--- config.mk ---
export PLATFORM = sky130hd
export DESIGN_NAME = fifo_wr_adapter
export DESIGN_NICKNAME = d
export VERILOG_FILES = /design/src/rtl/fifo_wr_adapter.sv
export SDC_FILE = /design/constraint.sdc
export NUM_CORES = 1
export LEC_CHECK = 0
export BUFFER_PORTS_ARGS = -buffer_cell sky130_fd_sc_hd__buf_2
export CORE_MARGIN = 4
export CORE_UTILIZATION = 30
export DETAILED_ROUTE_END_ITERATION = 10
export PLACE_DENSITY = 0.45
export SYNTH_ARGS = -nofsm -noshare
export SYNTH_HDL_FRONTEND = slang
export SYNTH_SLANG_ARGS = --single-unit
--- constraint.sdc ---
create_clock -name wr_clk -period 6.45 [get_ports wr_clk]
set_input_delay 0.9675 -clock wr_clk [delete_from_list [all_inputs] [get_ports wr_clk]]
set_output_delay 0.9675 -clock wr_clk [all_outputs]
set_load 0.005 [all_outputs]
--- src/rtl/fifo_wr_adapter.sv ---
// Frame-aware write adapter in front of a FIFO: a 2-entry skid buffer decouples the
// upstream handshake from the FIFO full flag, with frame, stall and overlength tracking.
module fifo_wr_adapter #(
    parameter int unsigned DATA_WIDTH = 8,
    parameter int unsigned MAX_LEN    = 64,
    parameter int unsigned CNT_WIDTH  = 16
) (
    input  logic                  wr_clk,
    input  logic                  rstn,
    input  logic                  en,
    input  logic                  s_valid,
    input  logic [DATA_WIDTH-1:0] s_data,
    input  logic                  s_last,
    output logic                  s_ready,
    input  logic                  full,
    output logic                  wr_enb,
    output logic [DATA_WIDTH-1:0] input_data,
    output logic [CNT_WIDTH-1:0]  frame_cnt,
    output logic [CNT_WIDTH-1:0]  stall_cnt,
    output logic                  len_err
);

    localparam int unsigned LenW = $clog2(MAX_LEN + 1);
    localparam logic [LenW-1:0] MaxLen = LenW'(MAX_LEN);

    typedef enum logic {StIdle, StFrame} state_e;

    state_e                state_q, state_d;
    logic [1:0]            occ_q, occ_d;
    logic [DATA_WIDTH-1:0] data0_q, data0_d, data1_q, data1_d;
    logic                  last0_q, last0_d, last1_q, last1_d;
    logic [LenW-1:0]       word_cnt_q, word_cnt_d, word_inc;
    logic [CNT_WIDTH-1:0]  frame_cnt_q, stall_cnt_q;
    logic                  len_err_q;
    logic                  push, pop, at_max, last_in, force_close, stall;

    assign push        = s_valid && s_ready;
    assign pop         = wr_enb;
    assign word_inc    = word_cnt_q + 1'b1;
    assign at_max      = (word_inc == MaxLen);
    assign last_in     = s_last || at_max;
    assign force_close = push && !s_last && at_max;
    assign stall       = (occ_q != 2'd0) && full;

    // FSM: state register
    always_ff @(posedge wr_clk or negedge rstn) begin
        if (!rstn) begin
            state_q <= StIdle;
        end else begin
            state_q <= state_d;
        end
    end

    // FSM: next state (a forced close looks like a last word here)
    always_comb begin
        state_d = state_q;
        if (push) begin
            state_d = last_in ? StIdle : StFrame;
        end
    end

    // FSM: outputs; rstn gates s_ready so it drops the instant reset asserts
    always_comb begin
        s_ready = rstn && (occ_q != 2'd2) && ((state_q == StFrame) || en);
    end

    assign wr_enb     = (occ_q != 2'd0) && !full;
    assign input_data = data0_q;
    assign frame_cnt  = frame_cnt_q;
    assign stall_cnt  = stall_cnt_q;
    assign len_err    = len_err_q;

    always_comb begin
        word_cnt_d = word_cnt_q;
        if (push) begin
            word_cnt_d = last_in ? '0 : word_inc;
        end
    end

    // Head only moves when a younger entry exists, so input_data holds once drained
    always_comb begin
        occ_d   = occ_q;
        data0_d = data0_q;
        last0_d = last0_q;
        data1_d = data1_q;
        last1_d = last1_q;
        case ({push, pop})
            2'b10: begin
                occ_d = occ_q + 2'd1;
                if (occ_q == 2'd0) begin
                    data0_d = s_data;
                    last0_d = last_in;
                end else begin
                    data1_d = s_data;
                    last1_d = last_in;
                end
            end
            2'b01: begin
                occ_d = occ_q - 2'd1;
                if (occ_q == 2'd2) begin
                    data0_d = data1_q;
                    last0_d = last1_q;
                end
            end
            2'b11: begin
                if (occ_q == 2'd1) begin
                    data0_d = s_data;
                    last0_d = last_in;
                end else begin
                    data0_d = data1_q;
                    last0_d = last1_q;
                    data1_d = s_data;
                    last1_d = last_in;
                end
            end
            default: ;
        endcase
    end

    always_ff @(posedge wr_clk or negedge rstn) begin
        if (!rstn) begin
            occ_q      <= 2'd0;
            data0_q    <= '0;
            last0_q    <= 1'b0;
            data1_q    <= '0;
            last1_q    <= 1'b0;
            word_cnt_q <= '0;
        end else begin
            occ_q      <= occ_d;
            data0_q    <= data0_d;
            last0_q    <= last0_d;
            data1_q    <= data1_d;
            last1_q    <= last1_d;
            word_cnt_q <= word_cnt_d;
        end
    end

    always_ff @(posedge wr_clk or negedge rstn) begin
        if (!rstn) begin
            frame_cnt_q <= '0;
            stall_cnt_q <= '0;
            len_err_q   <= 1'b0;
        end else begin
            if (pop && last0_q) begin
                frame_cnt_q <= frame_cnt_q + 1'b1;
            end
            if (stall && (stall_cnt_q != '1)) begin
                stall_cnt_q <= stall_cnt_q + 1'b1;
            end
            if (force_close) begin
                len_err_q <= 1'b1;
            end
        end
    end

endmodule

==> results.toml, run 1 <==
[outcome]
outcome = "completed"

[worst_setup_path]
cp_top_family = "compound AO/OA/AOI/OAI gates"
crit_type = "primary input to flip-flop"
rr_startpoint = "occ_q[0]"
startpoint_type = "primary input"
cp_cell_sequence = "buf_2 -> o2111ai_1 -> inv_1 -> ha_1 -> nor2b_1 -> a211oi_4 -> a21boi_1 -> a31oi_1"
max_stage_delay_ns = 0.79
worstRegToRegCells = 10
worstPathRequired_ns = 6.67
reg2reg_to = "last0_q"
cp_max_fo = 18
reg2reg_slack_ns = 3.52
path_buf_inv = 2
arrival_ns = 3.42
slowest_stage = "o2111ai_1"
end_kind = "flip-flop"

[clock_network]
htree_levels = 3
cts_tree = "done"
cts_num_sinks = 61
clk_pin_slew_ns = 0.07
cts_resized = 0
cts_root_buf = "clkbuf_8"
clk_latency_ns = 0.33
cts_max_path_buffers = 2
cts_setup_buffers = 0
cts_hold_buf = 0
cts_made_buffers = 9

[place]
place.gp.congestion = 0.733
hpwl_mm = 4.51
io_buffers = 56
place_ws_ns = 2.88

[sta]
report.final.slew_viol_count = 0
layout_min_cycle_time_ns = 3.20
max_slew.worst_pin.slew_ns = 0.971
rsz0062_at_grt = "false"
finalCritPeriodShare = 0.496
fin_skew_ns = 0.0120
max_freq_mhz = 313
hold_viol = 0
slew_headroom = 0.352
worst_slack_ns = 3.25
fin_setup_tns_ns = 0
setup_viol = 0

[hold_path]
min-delay-start = "len_err"
worstHoldPathCells = 1
worst_hold_path_type = "flip-flop to flip-flop"
min_to = "len_err"

[pwr]
pwr-share-comb = 0.296
swShare = 0.334
leakagePower_nw = 1.74
net-switching-power_mw = 0.437
p_int_mw = 0.870
ir_drop_v = 0.000184
power_density_nw_per_um2 = 360
pwr-share-clk = 0.258
p_seq_frac = 0.446

[final_layout]
post_route_cells_drive_above_1_share = 0.278
area_growth_pct = 20.1
fillCellCount = 1018
antennaDiodeCount = 0
seqCellArea_um2 = 1530
final_nets = 361
multi_input_area_um2 = 1430

[run]
cap_violations = 0

[yosys]
synthXorXnorAreaFrac = 0.0782
yosys-top-cells-count = "dfrtp_1 (61), nand2_1 (26), nor2_1 (19), xnor2_1 (17), a21oi_1 (15)"
synthTopCellsByArea = "dfrtp_1 (50%), xnor2_1 (4.9%), ha_1 (4.1%)"
post_synth_fa_ha_maj_area_fraction = 0.0414
synth_most_common_cell = "dfrtp_1"
synth_top_area_share = 0.505
synth_seq_cells = 61
synth_seq_area_share = 0.505
netlist_area_um2 = 3020
ys.flop_type = "dfrtp_1"
synth_compound_area_frac = 0.113
synth_top_family_by_area = "simple AND/OR/NAND/NOR gates"
synthMuxAreaShare = 0.0517
syn_nets = 300
yosys.area_share.simple = 0.187
yosys_warnings = 0
yosysTopAreaCell = "dfrtp_1"
syn_area_per_cell_um2 = 11.0
postSynthCellCount = 276
postSynth.asyncResetShare = 1.00
yosysUniqueCellTypes = 50
synth_enable_flop_cells = 0

[global_routing]
grt_antenna_before_repair = 0
grt_overflow_total = 0
grt_start_max_net_pins = 62
track_usage = 0.116
grt_pass1_wl_mm = 10.7
first_global_vias = 2159

[floorplanning]
die_area_um2 = 11800
start_util = 0.309
io_pins = 57
dieWidth_um = 108
placeableCoreArea_um2 = 9770
fp.dieH_um = 108
row_count = 36

[detailed_routing]
routed_wl_mm = 6.45
drtIter0Drc = 58
firstDrtPassIters = 4
wl_per_cell_um = 13.6
drcViolationCount = 0
vias = 2207
vias_per_cell = 4.65
ant_nets = 0
[layer usage]
metal	vias up	track usage	part of all wire
li1	1112	-	-
met1	1038	0.159	0.50
met2	49	0.174	0.44
met3	8	0.0346	0.051
met4	0	0.0406	0.013
met5	-	0	0
[through the flow]
step                      cell area [um^2]  cells  power (mW)  hold slack (ns)   util
after detailed placement              3440    459       0.984            0.446  0.352
after global routing                  3630    475        1.41            0.498  0.372
final                                 3630    475        1.31            0.461  0.372
after global placement                3440    459       0.978            0.444  0.352
after CTS                             3630    475        1.33            0.465  0.372
after floorplan                       3020    276       0.836            0.451      -
[power by group through the flow]
| stage | Clock [mW] | Combinational [mW] | Sequential [mW] |
|---|---|---|---|
| after floorplan | 0 | 0.256 | 0.580 |
| after global placement | 0 | 0.388 | 0.590 |
| after detailed placement | 0 | 0.394 | 0.590 |
| after CTS | 0.350 | 0.397 | 0.584 |
| after global routing | 0.368 | 0.443 | 0.603 |
| final | 0.337 | 0.387 | 0.582 |
[how the worst max path moves through the flow]
stage,start,to,slack (ns),depth (start not counted)
after detailed placement,en,last0_q,2.88,8
after floorplan,en,data1_q[0],3.59,7
after CTS,en,last0_q,3.24,8
after global routing,en,last0_q,2.96,8
after global placement,en,last0_q,2.94,8
final,en,last0_q,3.25,8
[worst reg2reg max path, cell delays in order (launching register included)]
cell       delay, ns
dfrtp_1         0.41
inv_1           0.10
ha_1            0.20
inv_1           0.11
o2111ai_1       0.44
inv_1           0.20
ha_1            0.25
nor2b_1         0.17
a211oi_4        0.61
a21boi_1        0.24
a31oi_1         0.09
[flip-flops by register name, summed over array words and instances (netlist names)]
name	count
len_err	1
data1_q	8
frame_cnt	16
word_cnt_q	7
last0_q	1
last1_q	1
stall_cnt	16
occ_q	2
state_q	1
input_data	8
[kinds of logic after synthesis]
group           after synthesis
fa+ha+maj                    10
xor+xnor                     27
mux                          14
buf+inv                      16
compound gates               51
simple gates                 97
flops                        61
[cell usage in the layout (no fill, tap or decap), drive strengths merged, types with 2 or more instances in the layout]
master,count
or2,2
nor3,4
clkinv,2
buf,57
dfrtp,61
inv,9
a31oi,4
clkbuf,12
nand4,9
o21ai,12
a22oi,8
and4b,2
and2,2
nand2b,2
xor2,10
nor2b,3
o31a,2
and4,5
and3,8
nand3,6
nor4b,3
mux2,13
nor2,19
o2111ai,2
ha,10
nor3b,2
xnor2,17
nand2,27
a21oi,16
[cell type report]
type                            instances  share of cell area
Sequential cell                        61               0.420
Multi-Input combinational cell        199               0.392
Timing Repair Buffer                   57              0.0792
Tap cell                              133              0.0458
Clock buffer                           12              0.0400
Clock inverter                          4              0.0131
Inverter                                9             0.00930
Note: power is estimated with default switching activity, not from simulation.
==> run 2: changes to the inputs <==
==> constraint.sdc (replaced) <==
create_clock -name wr_clk -period 3.33 [get_ports wr_clk]
set_input_delay 0.4995 -clock wr_clk [delete_from_list [all_inputs] [get_ports wr_clk]]
set_output_delay 0.4995 -clock wr_clk [all_outputs]
set_load 0.005 [all_outputs]
==> results.toml, run 2 (same netlist as run 1, synthesis figures left out) <==
[place]
hpwl_mm = 4.72
place.gp.congestion = 0.730
io_buffers = 56

[worst_setup_path]
cp_cell_sequence = "inv_1 -> ha_1 -> or2_2 -> ha_1 -> nor2b_1 -> o21ai_2 -> mux2_2"
crit_type = "flip-flop to flip-flop"
worstPathRequired_ns = 3.55
crit_top_cell = "ha_1"
cp_max_fo = 10
reg2reg_to = "data1_q[0]"
arrival_ns = 2.70
startpoint = "occ_q[0]"
worstRegToRegCells = 7
max_stage_delay_ns = 0.48
end_kind = "flip-flop"
slowest_stage = "o21ai_2"
rr_startpoint = "occ_q[0]"
reg2reg_slack_ns = 0.85
startpoint_type = "flip-flop"

[floorplanning]
start_util = 0.309
placeableCoreArea_um2 = 9770
fp.dieH_um = 108
dieWidth_um = 108
io_pins = 57
row_count = 36
die_area_um2 = 11800

[clock_network]
clk_latency_ns = 0.34
cts_made_buffers = 9
cts_root_buf = "clkbuf_8"
cts_tree = "done"
cts_num_sinks = 61
cts_hold_buf = 0
cts_max_path_buffers = 2
cts_setup_buffers = 0
clk_pin_slew_ns = 0.08
htree_levels = 3
cts_resized = 0

[global_routing]
grt_pass1_wl_mm = 11.2
first_global_vias = 2310
track_usage = 0.121
grt_start_max_net_pins = 62
grt_overflow_total = 0
grt_antenna_before_repair = 0

[final_layout]
post_route_cells_drive_above_1_share = 0.288
final_nets = 363
area_growth_pct = 20.9
final_cell_mix = "dfrtp_1 (61), buf_2 (56), nand2_1 (26)"
antennaDiodeCount = 0
fillCellCount = 990
final_common_cell = "dfrtp_1"

[sta]
rsz0062_at_grt = "false"
max_slew.worst_pin.slew_ns = 0.789
hold_viol = 0
fin_setup_tns_ns = 0
max_freq_mhz = 403
fin_skew_ns = 0.00812
finalCritPeriodShare = 0.745
setup_viol = 0
report.final.slew_viol_count = 0
slew_headroom = 0.474
timing.hold.ws_ns = 0.410
layout_min_cycle_time_ns = 2.48

[detailed_routing]
drcViolationCount = 0
routed_wl_mm = 6.69
wl_per_cell_um = 14.0
ant_nets = 0
drtIter0Drc = 62
vias_per_cell = 4.66
firstDrtPassIters = 4
vias = 2224

[pwr]
power_density_nw_per_um2 = 701
ir_drop_v = 0.000354
power.total_mw = 2.56
leakagePower_nw = 1.75

[hold_path]
min-delay-start = "s_data[3]"
min_to = "data1_q[3]"
worst_hold_path_type = "primary input to flip-flop"
worstHoldPathCells = 2

[run]
cap_violations = 0

[outcome]
outcome = "completed"
==> run 2: where the power goes <==
group          switching, mW  leakage, nW  internal, mW
combinational          0.391        0.872         0.372
clock                  0.306       0.0943         0.363
sequential             0.174        0.780         0.957
==> run 2: per-stage QoR <==
stage	worst slack, ns	std cells	utilization	cell area, um^2
floorplan	0.890	276	-	3020
global placement	0.904	461	0.353	3450
detailed placement	0.850	461	0.353	3450
CTS	0.849	477	0.374	3650
global route	0.764	477	0.374	3650
finish	0.848	477	0.374	3650
==> run 2: metal layers <==
metal,GRT usage,vias to the layer above,share of wire
li1,-,1107,-
met2,0.184,47,0.44
met3,0.0352,9,0.051
met1,0.163,1061,0.49
met5,0,-,0
met4,0.0433,0,0.015
==> run 2: critical path, delay by kind of cell (launching register included) <==
kind,cells,cell delay (ns)
fa+ha+maj,2,0.50
flops,1,0.38
simple gates,2,0.54
buf+inv,1,0.07
compound gates,1,0.48
mux,1,0.39
==> run 2: final cells by class <==
cell class	count	area (um^2)	area share
clock buffer	10	138	0.0377
multi-input combinational	199	1430	0.390
tap	133	166	0.0455
timing repair buffer	59	303	0.0828
sequential	61	1530	0.418
inverter	9	33.8	0.00924
clock inverter	6	62.6	0.0171
==> run 2: worst max path at each step <==
stage / slack, ns / endpoint
2_1_floorplan: 0.89 / data1_q[0]
3_3_place_gp: 0.90 / data1_q[1]
3_5_place_dp: 0.85 / data1_q[7]
4_1_cts: 0.85 / data1_q[0]
5_1_grt: 0.76 / data1_q[4]
6_report: 0.85 / data1_q[0]
